$ cat config.mk
export PLATFORM = sky130hd
export DESIGN_NAME = floor_render_ctrl
export DESIGN_NICKNAME = d
export VERILOG_FILES = /design/src/rtl/floor_pkg.sv /design/src/rtl/floor_pixel_pipe.sv /design/src/rtl/floor_render_ctrl.sv
export SDC_FILE = /design/constraint.sdc
export NUM_CORES = 1
export LEC_CHECK = 0
export ABC_CLOCK_PERIOD_IN_PS = 1960
export CAP_MARGIN = 30
export CORE_MARGIN = 3
export CORE_UTILIZATION = 30
export CTS_CLUSTER_DIAMETER = 40
export CTS_CLUSTER_SIZE = 25
export DETAILED_ROUTE_END_ITERATION = 8
export PLACE_DENSITY_LB_ADDON = 0.3
export SYNTH_ARGS = -nofsm -noshare
export SYNTH_HDL_FRONTEND = slang
export SYNTH_HIERARCHICAL = 1
export SYNTH_SLANG_ARGS = --single-unit
$ cat constraint.sdc
create_clock -name Clk -period 1.96 [get_ports Clk]
set_input_delay 0.392 -clock Clk [delete_from_list [all_inputs] [get_ports Clk]]
set_output_delay 0.392 -clock Clk [all_outputs]
set_load 0.02 [all_outputs]
$ cat src/rtl/floor_pkg.sv
// Shared types and constants for the floor renderer.
package floor_pkg;

  localparam int unsigned TILE_W_DEF = 32;
  localparam int unsigned TILE_H_DEF = 32;
  localparam int unsigned FLOOR_LAT  = 3;

  typedef struct packed {
    logic [3:0] r;
    logic [3:0] g;
    logic [3:0] b;
  } rgb12_t;

  typedef enum logic [1:0] {IDLE, WAIT, RESP} aux_state_t;

endpackage

$ cat src/rtl/floor_pixel_pipe.sv
// Floor pixel pipeline: tile address arithmetic, valid delay line and RGB output register.
// FLOOR_GRID_EN overlays white on tile row/column 0 for a debug grid.
module floor_pixel_pipe
  import floor_pkg::*;
#(
  parameter int unsigned TILE_W = TILE_W_DEF,
  parameter int unsigned TILE_H = TILE_H_DEF,
  parameter int unsigned ROM_AW = 10
) (
  input  logic              clk_i,
  input  logic              rst_i,
  input  logic              pix_valid_i,
  input  logic [9:0]        draw_x_i,
  input  logic [9:0]        draw_y_i,
  input  logic [9:0]        scroll_x_i,
  input  logic [9:0]        scroll_y_i,
  output logic [ROM_AW-1:0] vid_addr_o,
  input  rgb12_t            pal_i,
  output rgb12_t            rgb_o,
  output logic              rgb_valid_o
);

  localparam int unsigned XW = $clog2(TILE_W);
  localparam int unsigned YW = $clog2(TILE_H);

  logic [9:0]    sum_x, sum_y;
  logic [XW-1:0] tx;
  logic [YW-1:0] ty;
  logic          unused_hi;

  // Tile sizes are powers of two, so keeping the low bits is the modulo.
  assign sum_x      = draw_x_i + scroll_x_i;
  assign sum_y      = draw_y_i + scroll_y_i;
  assign tx         = sum_x[XW-1:0];
  assign ty         = sum_y[YW-1:0];
  assign unused_hi  = ^{sum_x[9:XW], sum_y[9:YW]};
  assign vid_addr_o = ROM_AW'({ty, tx});

  logic [FLOOR_LAT-2:0] valid_q;
  rgb12_t               rgb_d, rgb_q;
  logic                 rgb_valid_q;

`ifdef FLOOR_GRID_EN
  logic [FLOOR_LAT-2:0] grid_q;

  always_ff @(posedge clk_i) begin
    if (rst_i) grid_q <= '0;
    else       grid_q <= {grid_q[FLOOR_LAT-3:0], (tx == '0) || (ty == '0)};
  end

  always_comb begin
    rgb_d = '0;
    if (valid_q[FLOOR_LAT-2]) rgb_d = grid_q[FLOOR_LAT-2] ? rgb12_t'(12'hFFF) : pal_i;
  end
`else
  always_comb begin
    rgb_d = '0;
    if (valid_q[FLOOR_LAT-2]) rgb_d = pal_i;
  end
`endif

  always_ff @(posedge clk_i) begin
    if (rst_i) begin
      valid_q     <= '0;
      rgb_q       <= '0;
      rgb_valid_q <= 1'b0;
    end else begin
      valid_q     <= {valid_q[FLOOR_LAT-3:0], pix_valid_i};
      rgb_q       <= rgb_d;
      rgb_valid_q <= valid_q[FLOOR_LAT-2];
    end
  end

  assign rgb_o       = rgb_q;
  assign rgb_valid_o = rgb_valid_q;

endmodule

$ cat src/rtl/floor_render_ctrl.sv
// Floor render controller: frame-latched scroll, tile ROM arbitration (video first, aux in blank)
// and palette output via floor_pixel_pipe. Optional macro FLOOR_GRID_EN enables a debug grid.
module floor_render_ctrl
  import floor_pkg::*;
#(
  parameter int unsigned TILE_W = TILE_W_DEF,
  parameter int unsigned TILE_H = TILE_H_DEF,
  parameter int unsigned ROM_AW = 10
) (
  input  logic              Clk,
  input  logic              Reset,
  input  logic              pix_valid,
  input  logic [9:0]        DrawX,
  input  logic [9:0]        DrawY,
  input  logic              frame_start,
  input  logic [9:0]        scroll_x,
  input  logic [9:0]        scroll_y,
  input  logic              scroll_we,
  output logic [ROM_AW-1:0] rom_addr,
  input  logic [3:0]        rom_data,
  output logic [3:0]        pal_index,
  input  logic [3:0]        pal_red,
  input  logic [3:0]        pal_green,
  input  logic [3:0]        pal_blue,
  output logic [3:0]        red,
  output logic [3:0]        green,
  output logic [3:0]        blue,
  output logic              rgb_valid,
  input  logic              aux_req,
  input  logic [ROM_AW-1:0] aux_addr,
  output logic              aux_gnt,
  output logic              aux_data_valid,
  output logic [3:0]        aux_data
);

  logic [9:0] sx_pend_d, sx_pend_q, sy_pend_d, sy_pend_q;
  logic [9:0] sx_act_d, sx_act_q, sy_act_d, sy_act_q;

  // A write coinciding with frame_start lands in active immediately.
  always_comb begin
    sx_pend_d = scroll_we ? scroll_x : sx_pend_q;
    sy_pend_d = scroll_we ? scroll_y : sy_pend_q;
    sx_act_d  = frame_start ? sx_pend_d : sx_act_q;
    sy_act_d  = frame_start ? sy_pend_d : sy_act_q;
  end

  logic [ROM_AW-1:0] vid_addr;
  rgb12_t            rgb;

  floor_pixel_pipe #(
    .TILE_W (TILE_W),
    .TILE_H (TILE_H),
    .ROM_AW (ROM_AW)
  ) u_pipe (
    .clk_i       (Clk),
    .rst_i       (Reset),
    .pix_valid_i (pix_valid),
    .draw_x_i    (DrawX),
    .draw_y_i    (DrawY),
    .scroll_x_i  (sx_act_q),
    .scroll_y_i  (sy_act_q),
    .vid_addr_o  (vid_addr),
    .pal_i       ({pal_red, pal_green, pal_blue}),
    .rgb_o       (rgb),
    .rgb_valid_o (rgb_valid)
  );

  assign pal_index = rom_data;
  assign red       = rgb.r;
  assign green     = rgb.g;
  assign blue      = rgb.b;

  aux_state_t        state_d, state_q;
  logic [ROM_AW-1:0] rom_addr_d, rom_addr_q;
  logic              gnt_d, gnt_q, dv_d, dv_q;
  logic [3:0]        aux_data_d, aux_data_q;

  always_comb begin
    state_d    = state_q;
    rom_addr_d = rom_addr_q;
    gnt_d      = 1'b0;
    dv_d       = 1'b0;
    aux_data_d = aux_data_q;
    if (pix_valid) rom_addr_d = vid_addr;
    unique case (state_q)
      IDLE: begin
        if (aux_req && !pix_valid) begin
          state_d    = WAIT;
          gnt_d      = 1'b1;
          rom_addr_d = aux_addr;
        end
      end
      WAIT: state_d = RESP;
      RESP: begin
        aux_data_d = rom_data;
        dv_d       = 1'b1;
        state_d    = IDLE;
      end
      default: state_d = IDLE;
    endcase
  end

  always_ff @(posedge Clk) begin
    if (Reset) begin
      sx_pend_q  <= '0;
      sy_pend_q  <= '0;
      sx_act_q   <= '0;
      sy_act_q   <= '0;
      state_q    <= IDLE;
      rom_addr_q <= '0;
      gnt_q      <= 1'b0;
      dv_q       <= 1'b0;
      aux_data_q <= '0;
    end else begin
      sx_pend_q  <= sx_pend_d;
      sy_pend_q  <= sy_pend_d;
      sx_act_q   <= sx_act_d;
      sy_act_q   <= sy_act_d;
      state_q    <= state_d;
      rom_addr_q <= rom_addr_d;
      gnt_q      <= gnt_d;
      dv_q       <= dv_d;
      aux_data_q <= aux_data_d;
    end
  end

  assign rom_addr       = rom_addr_q;
  assign aux_gnt        = gnt_q;
  assign aux_data_valid = dv_q;
  assign aux_data       = aux_data_q;

endmodule

==> results of run 1 <==
==> layer usage <==
layer / global-route usage [%] / vias up
li1: - / 851
met1: 13.78 / 688
met2: 17.22 / 67
met3: 5.965 / 5
met4: 3.392 / 0
met5: 0 / -
==> cell type report <==
| class | instances | share of cell area (%) |
|---|---|---|
| multi-input cells | 129 | 31.16 |
| clock inverters | 3 | 1.417 |
| clock buffers | 5 | 2.106 |
| repair buffers | 95 | 28.25 |
| well taps | 96 | 3.675 |
| inverters | 8 | 0.9188 |
| flip-flops and latches | 53 | 32.47 |
==> state kept, by name, summed over array words and instances, names as in the netlist <==
signal / count
u_pipe/rgb_o: 12
rom_addr: 10
sx_act_q: 5
sx_pend_q: 5
sy_act_q: 5
sy_pend_q: 5
aux_data: 4
state_q: 2
u_pipe/valid_q: 2
aux_data_valid: 1
aux_gnt: 1
u_pipe/rgb_valid_o: 1
==> cell usage in the layout (no fill, tap or decap), drive strengths merged <==
cell type,n
buf,12
inv,8
clkinv,1
fa,2
clkdlybuf4s50,81
clkbuf,5
ha,8
mux2i,24
and2,12
dfxtp,53
nor2,40
a21oi,4
or4b,1
bufinv,1
nor2b,5
nor3b,1
a211oi,20
xnor2,8
nand2b,2
a21o,2
dlymetal6s2s,2
clkinvlp,1
==> power by group through the flow <==
stage | Clock (mW) | Sequential [mW] | Combinational (mW)
floorplan | 0 | 1.22 | 0.227
CTS | 0.785 | 1.16 | 0.481
global placement | 0 | 1.19 | 0.468
detailed placement | 0 | 1.19 | 0.472
finish | 0.750 | 1.16 | 0.481
global route | 0.814 | 1.17 | 0.527
==> repair_timing <==
item	4_1_cts	5_1_grt
cloned	0	0
gates resized for setup	6	5
pin swaps	3	10
setup buffers	0	3
endpoints found under the setup margin	2	2
==> stage by stage <==
stage	total power [mW]	setup slack [ps]	std cells	hold slack, ps	utilization, %
4_1_cts	2.430	2.460	386	431.1	46.52
5_1_grt	2.511	29.23	389	442.5	47.06
6_report	2.395	75.81	389	429.8	47.06
3_3_place_gp	1.655	-366.7	378	421.1	44.54
2_1_floorplan	1.450	218.7	211	413.8	-
3_5_place_dp	1.660	-377.1	378	430.2	44.54
==> final timing paths <==
kind                                                from                      endpoint  slack (ps)  cells after the start
worst max-delay path                         rom_data[0]                  pal_index[0]          80                      2
worst min-delay path                               Reset  u_pipe/valid_q[0]$_SDFF_PP0_         430                      2
worst max register to register  sx_act_q[0]$_SDFFE_PP0P_        rom_addr[4]$_SDFF_PP0_         250                      8
worst min register to register   state_q[1]$_SDFFE_PP0P_       state_q[1]$_SDFFE_PP0P_         460                      1
==> impl_metrics.yaml, run 1 <==
grt:
  grt_use_total_pct: 11.32
  gr-total-overflow: 0
  grt_pass1_wl_mm: 7.486
  antenna_found_initial: 0
  grt_pass1_vias: 1592
  grt_start_max_net_pins: 28
routing:
  dr_wl_met3_um: 538
  ant_nets: 0
  drt_iter0_drc: 55
  post_drt_wl_per_cell_um: 12.06
  top_layer: "met4"
  met2_length_mm: 1.969
  routed-via-count: 1611
  wl_met1_mm: 2.131
  routed_wirelength_mm: 4.692
  dr.pass1.iters: 4
  via_per_inst: 4.141
  drc: 0
job:
  max_cap_violations: 0
clock_network:
  cts-root-buf: "clkbuf_8"
  htree_levels: 2
  cts_inserted_buffers: 5
  clockBufferDepth: 2
  cts_tree: "done"
  clock_latency_ps: 300
  cts_hold_buf: 0
  path_clk_slew_ps: 100
  cts_sinks: 53
finish:
  multi_input_area_um2: 1018
  n_fill_cell: 651
  synthToLayoutAreaGrowth_pct: 49.00
  final_nets: 374
  regArea_um2: 1061
  postLayoutCellArea_um2: 3268
  antenna_cells: 0
  drive_gt1_share_pct: 14.68
logic_synthesis:
  yosysWarnings: 6
  synth_nets: 293
  synth_area_um2: 2193
  synthCells: 211
  syn_area_per_cell_um2: 10.40
worst_setup_path:
  startpoint_type: "input pin"
  crit_buf_inv: 2
  cp_cell_sequence: "clkdlybuf4s50_1, clkdlybuf4s50_1"
  crit_path_end_kind: "output pin"
  cp_top_family: "buffers and inverters"
  worstSetupPathType: "input pin to output pin"
  worst_path_most_repeated_cell: "clkdlybuf4s50_1"
  worstPathArrival_ps: 1490
  crit_required_ps: 1570
  worstPathMaxFanout: 2
  cp_slowest_cell: "clkdlybuf4s50_1"
  slowest_delay_ps: 610
floorplan:
  die_w_um: 91.51
  fp-row-count: 30
  start_util_pct: 31.59
  core_area_um2: 6944
  ios: 105
  die_h_um: 91.51
  fp.dieArea_um2: 8373
timing:
  setup_violations: 0
  hold_viol: 0
  skew_ps: 8.361
  slew_violations: 0
  tightest_slew_ps: 466.7
  fmax_mhz: 530.7
  rsz0062_at_grt: "false"
  period_share_pct: 96.13
  relSlewSlack_pct: 68.82
  fin_crit_ps: 1884
  tns_ps: 0
power:
  p_sw_mw: 0.6041
  sw_frac_of_total_pct: 25.23
  p_leak_nw: 1.332
  power_density_nw_per_um2: 732.7
  clockPowerShare_pct: 31.3
  irDropWorstVdd_mv: 0.3585
  intPower_mw: 1.791
  p_comb_share_pct: 20.1
  pwr-share-seq_pct: 48.6
place:
  hpwl_mm: 3.441
  place_congestion: 0.6812
  port-buffer-count: 84
  place_area_um2: 3093
worst_hold_path:
  hp-class: "input pin to flop"
run_status:
  status: "completed"
No activity file was read; power rests on OpenSTA's default activity.
==> inputs of run 2 (changes only) <==
Settings changed: ABC_CLOCK_PERIOD_IN_PS 1960 to 1700, SKIP_LAST_GASP set to 1.
Clock period 1.96 ns to 1.7 ns, I/O delays scaled along.
==> run 2 against run 1 <==
  * Critical path depth up 6
  * First-iteration DRC count down 5.5%
  * Design area up 2.9%
  * Core utilization up 1.4 points
  * Final cell count up 1.5%
  * Critical path type is now flop to flop
  * Largest power group unchanged
  * Routed wire length up 3.1%
  * Largest cell class unchanged
  * Via count up 2.2%
  * Setup slack worse by 52 ps
  * Sequential cell count unchanged
  * Global-route usage up 0.46 points
  * Register-to-register slack worse by 230 ps
  * Power up 17%
==> impl_metrics.yaml, run 2 (synthesis gave the netlist of run 1 again) <==
worst_setup_path:
  crit_path_start: "sy_act_q[0]$_SDFFE_PP0P_"
  worstRegToRegCells: 8
  worstPathMaxFanout: 2
  crit_required_ps: 1930
  worstPathArrival_ps: 1910
  r2r_slack_ps: 20
  startpoint_type: "flop"
  reg2reg_from: "sy_act_q[0]$_SDFFE_PP0P_"
  crit_path_end_kind: "flop"
  reg2reg_to: "rom_addr[9]$_SDFF_PP0_"
  crit_end: "rom_addr[9]$_SDFF_PP0_"
  worstSetupPathType: "flop to flop"
clock_network:
  path_clk_slew_ps: 100
  post_cts_buffers: 0
  cts_tree: "done"
  clockBufferDepth: 2
  cts-root-buf: "clkbuf_8"
  cts_inserted_buffers: 5
  cts_sinks: 53
  cts_hold_buf: 0
  htree_levels: 2
  clock_latency_ps: 300
finish:
  final_cells: 395
  largest_reg_flops: 12
  final_core_util_pct: 48.45
  final_common_cell: "clkdlybuf4s50_1"
  n_fill_cell: 668
  synthToLayoutAreaGrowth_pct: 53.39
  multi_input_area_um2: 1061
  antenna_cells: 0
  regArea_um2: 1069
  drive_gt1_share_pct: 18.06
  final_cell_mix: "clkdlybuf4s50_1 (75), dfxtp_1 (51), nor2_1 (40)"
  final_nets: 380
timing:
  setup_violations: 0
  period_share_pct: 98.58
  skew_ps: 5.817
  relSlewSlack_pct: 66.22
  fmax_mhz: 596.7
  fin_crit_ps: 1676
  rsz0062_at_grt: "true"
  hold_viol: 0
  slew_violations: 0
  tightest_slew_ps: 505.7
routing:
  drt_iter0_drc: 52
  routed-via-count: 1647
  via_per_inst: 4.170
  routed_wirelength_mm: 4.839
  dr.pass1.iters: 4
  drc: 0
  post_drt_wl_per_cell_um: 12.25
  ant_nets: 0
grt:
  grt_pass1_vias: 1694
  grt_start_max_net_pins: 23
  antenna_found_initial: 0
  grt_use_total_pct: 11.78
  grt_pass1_wl_mm: 7.893
  gr-total-overflow: 0
worst_hold_path:
  hp-class: "input pin to flop"
floorplan:
  start_util_pct: 31.59
  fp-row-count: 30
  core_area_um2: 6944
  die_h_um: 91.51
  die_w_um: 91.51
  fp.dieArea_um2: 8373
  ios: 105
place:
  port-buffer-count: 84
  place_congestion: 0.7311
  hpwl_mm: 3.632
  dp.cells: 387
power:
  power_mw: 2.790
  p_leak_nw: 1.380
  power_density_nw_per_um2: 829.4
  irDropWorstVdd_mv: 0.5697
run_status:
  status: "completed"
job:
  max_cap_violations: 0
run 2: cell count changes in the layout (fill, tap and decap cells not counted), moves of 2 or more:
cell / change
dfxtp_1: -2
clkdlybuf4s50_1: -6
ha_2: -2
dlygate4sd2_1: +7
xnor2_1: -2
xnor2_2: +2
dfxtp_4: +2
ha_4: +2
buf_4: +5
run 2: per-stage QoR:
stage | TNS, ps | hold WS (ps) | cell area (µm²) | setup slack, ps
CTS | -40.76 | 297.0 | 3313 | -28.13
finish | 0 | 305.9 | 3364 | 24.17
global placement | -3385 | 427.8 | 3173 | -489.9
detailed placement | -3592 | 432.8 | 3173 | -530.0
floorplan | 0 | 411.6 | 2193 | 10.73
global route | -110.6 | 314.7 | 3364 | -59.08
run 2: worst min-delay path by stage:
stage | cells after the start | endpoint | slack [ps] | from
final | 2 | u_pipe/rgb_valid_o$_SDFF_PP0_ | 310 | Reset
after global routing | 2 | u_pipe/rgb_valid_o$_SDFF_PP0_ | 310 | Reset
after CTS | 2 | u_pipe/rgb_valid_o$_SDFF_PP0_ | 300 | Reset
after detailed placement | 1 | state_q[1]$_SDFFE_PP0P_ | 430 | state_q[1]$_SDFFE_PP0P_
after global placement | 1 | state_q[1]$_SDFFE_PP0P_ | 430 | state_q[1]$_SDFFE_PP0P_
after floorplan | 1 | u_pipe/valid_q[0]$_SDFF_PP0_ | 410 | Reset
run 2: worst max-delay path, cell delays in order, from the launching register on:
cell      delay, ps
dfxtp_4         380
ha_4            130
inv_1            50
fa_2            390
nand2b_4        150
a21oi_2         120
xnor2_1         120
mux2i_1         100
a211oi_2        170
run 2: layout make-up:
| cell class | count | area share [%] |
|---|---|---|
| sequential | 53 | 31.76 |
| tap | 96 | 3.570 |
| multi-input combinational | 129 | 31.54 |
| inverter | 8 | 0.8925 |
| clock inverter | 3 | 1.376 |
| timing repair buffer | 101 | 28.82 |
| clock buffer | 5 | 2.045 |
run 2: metal layers:
layer | global-route usage, % | share of wire [%] | vias to the layer above
li1 | - | - | 862
met2 | 18.08 | 42 | 65
met3 | 6.131 | 12 | 4
met1 | 14.31 | 46 | 716
met4 | 3.392 | 0.60 | 0
met5 | 0 | 0 | -
run 2: repair_timing:
item                                    CTS  global route
resized for setup                        18             9
pin swaps                                10            13
hold endpoints to repair                  0             0
endpoints found under the setup margin   10             4
run 2: where the power goes:
part | internal (mW) | switching (mW)
sequential | 1.31 | 0.0325
clock | 0.441 | 0.417
combinational | 0.334 | 0.255
total | 2.09 | 0.705
==> inputs of run 3 (changes only) <==
Settings changed: CORE_MARGIN 3 to 2, CTS_CLUSTER_SIZE 25 to unset.
==> run 3 against run 2 <==
  * The run now ends with setup timing left
  * Critical endpoint is now rom_addr[4]$_SDFF_PP0_
  * Setup slack got worse by 27 ps
  * Largest power group unchanged
  * Via count increased by 1.0%
  * Combinational power decreased by 0.8%
  * Clock skew increased by 1.1 ps
==> impl_metrics.yaml, run 3 (synthesis gave the netlist of run 1 again) <==
run_status:
  status: "finished, violations left"
  violations: "setup timing"
floorplan:
  fp-row-count: 31
  core_area_um2: 7176
  die_h_um: 89.51
  fp.dieArea_um2: 8011
  die_w_um: 89.51
  ios: 105
  start_util_pct: 30.57
timing:
  worst_slack_ps: -2.963
  fmax_mhz: 587.2
  period_share_pct: 100.2
  tns_ps: -2.963
  hold_viol: 0
  tightest_slew_ps: 482.4
  slew_violations: 0
  skew_ps: 6.877
  relSlewSlack_pct: 67.78
  setup_violations: 1
  rsz0062_at_grt: "true"
  fin_crit_ps: 1703
worst_setup_path:
  crit_path_start: "sx_act_q[0]$_SDFFE_PP0P_"
  worstRegToRegCells: 8
  reg2reg_from: "sx_act_q[0]$_SDFFE_PP0P_"
  crit_required_ps: 1930
  crit_end: "rom_addr[4]$_SDFF_PP0_"
  startpoint_type: "flop"
  worstSetupPathType: "flop to flop"
  r2r_slack_ps: -3
  worstPathMaxFanout: 2
  crit_path_end_kind: "flop"
  reg2reg_to: "rom_addr[4]$_SDFF_PP0_"
  worstPathArrival_ps: 1940
job:
  max_cap_violations: 0
finish:
  final_nets: 382
  final_common_cell: "clkdlybuf4s50_1"
  largest_reg_flops: 12
  n_fill_cell: 695
  final_cell_mix: "clkdlybuf4s50_1 (75), dfxtp_1 (51), nor2_1 (40)"
  synthToLayoutAreaGrowth_pct: 52.60
  drive_gt1_share_pct: 18.60
  antenna_cells: 0
  final_core_util_pct: 46.64
  final_cells: 400
grt:
  grt_pass1_vias: 1645
  gr-total-overflow: 0
  grt_start_max_net_pins: 24
  grt_pass1_wl_mm: 7.486
  grt_use_total_pct: 12.24
  antenna_found_initial: 0
clock_network:
  clockBufferDepth: 2
  clock_latency_ps: 300
  htree_levels: 2
  cts_tree: "done"
  cts_sinks: 53
  cts_inserted_buffers: 5
  cts-root-buf: "clkbuf_8"
  path_clk_slew_ps: 100
routing:
  drc: 0
  dr.pass1.iters: 4
  routed-via-count: 1664
  via_per_inst: 4.160
  ant_nets: 0
  routed_wirelength_mm: 4.732
  drt_iter0_drc: 40
  post_drt_wl_per_cell_um: 11.83
place:
  place_congestion: 0.6603
  port-buffer-count: 84
  dp.cells: 389
  hpwl_mm: 3.558
  dp_slack_ps: -568.2
power:
  power_density_nw_per_um2: 794.3
  p_leak_nw: 1.373
  irDropWorstVdd_mv: 0.3765
worst_hold_path:
  hp-class: "input pin to flop"
[run 3: timing repair]
item / in CTS / in global routing
setup endpoints to repair: 10 / 4
pin swaps: 12 / 10
buffers inserted: 1 / 2
hold buffers: 0 / 0
resized for setup: 19 / 5
[run 3: final cells by class]
type                       count  area [µm²]  area share [%]
clock buffer                   5       68.82           2.056
clock inverter                 3       25.02          0.7477
inverter                       8       30.03          0.8972
multi-input combinational    129        1039           31.03
sequential                    53        1064           31.78
tap                           99       123.9           3.701
timing repair buffer         103       997.2           29.79
[run 3: power by group]
part	switching, mW	total (mW)	internal, mW
Sequential	0.0319	1.34	1.31
Clock	0.432	0.730	0.298
Combinational	0.251	0.585	0.334
[run 3: layer usage]
| layer | global-route usage [%] | vias to the layer above | part of all wire (%) |
|---|---|---|---|
| met4 | 2.035 | 0 | 0.085 |
| met2 | 19.12 | 62 | 44 |
| li1 | - | 868 | - |
| met5 | 0 | - | 0 |
| met1 | 15.59 | 732 | 45 |
| met3 | 6.002 | 2 | 11 |
[run 3: how the worst min path moves through the flow]
| stage | slack, ps | to | from | cells after the start |
|---|---|---|---|---|
| after floorplan | 410 | u_pipe/valid_q[0]$_SDFF_PP0_ | Reset | 1 |
| after global placement | 430 | state_q[1]$_SDFFE_PP0P_ | state_q[1]$_SDFFE_PP0P_ | 1 |
| after detailed placement | 440 | state_q[1]$_SDFFE_PP0P_ | state_q[1]$_SDFFE_PP0P_ | 1 |
| after CTS | 290 | u_pipe/rgb_valid_o$_SDFF_PP0_ | Reset | 2 |
| after global routing | 300 | u_pipe/rgb_valid_o$_SDFF_PP0_ | Reset | 2 |
| final | 310 | u_pipe/rgb_valid_o$_SDFF_PP0_ | Reset | 2 |
[run 3: worst max-delay path, stage by stage, from the launching register on]
cell and delay [ps]:
dfxtp_2 360, ha_4 130, inv_2 40, fa_2 400, nand2b_4 160, a21oi_2 130, xnor2_1 120, mux2i_1 100
a211oi_2 210
[run 3: through the flow]
step,hold slack [ps],power (mW),cell area [µm²]
floorplan,411.6,1.672,2193
global placement,425.3,1.937,3182
detailed placement,438.7,1.947,3182
CTS,288.7,2.694,3308
global route,303.4,2.810,3347
finish,305.0,2.659,3347
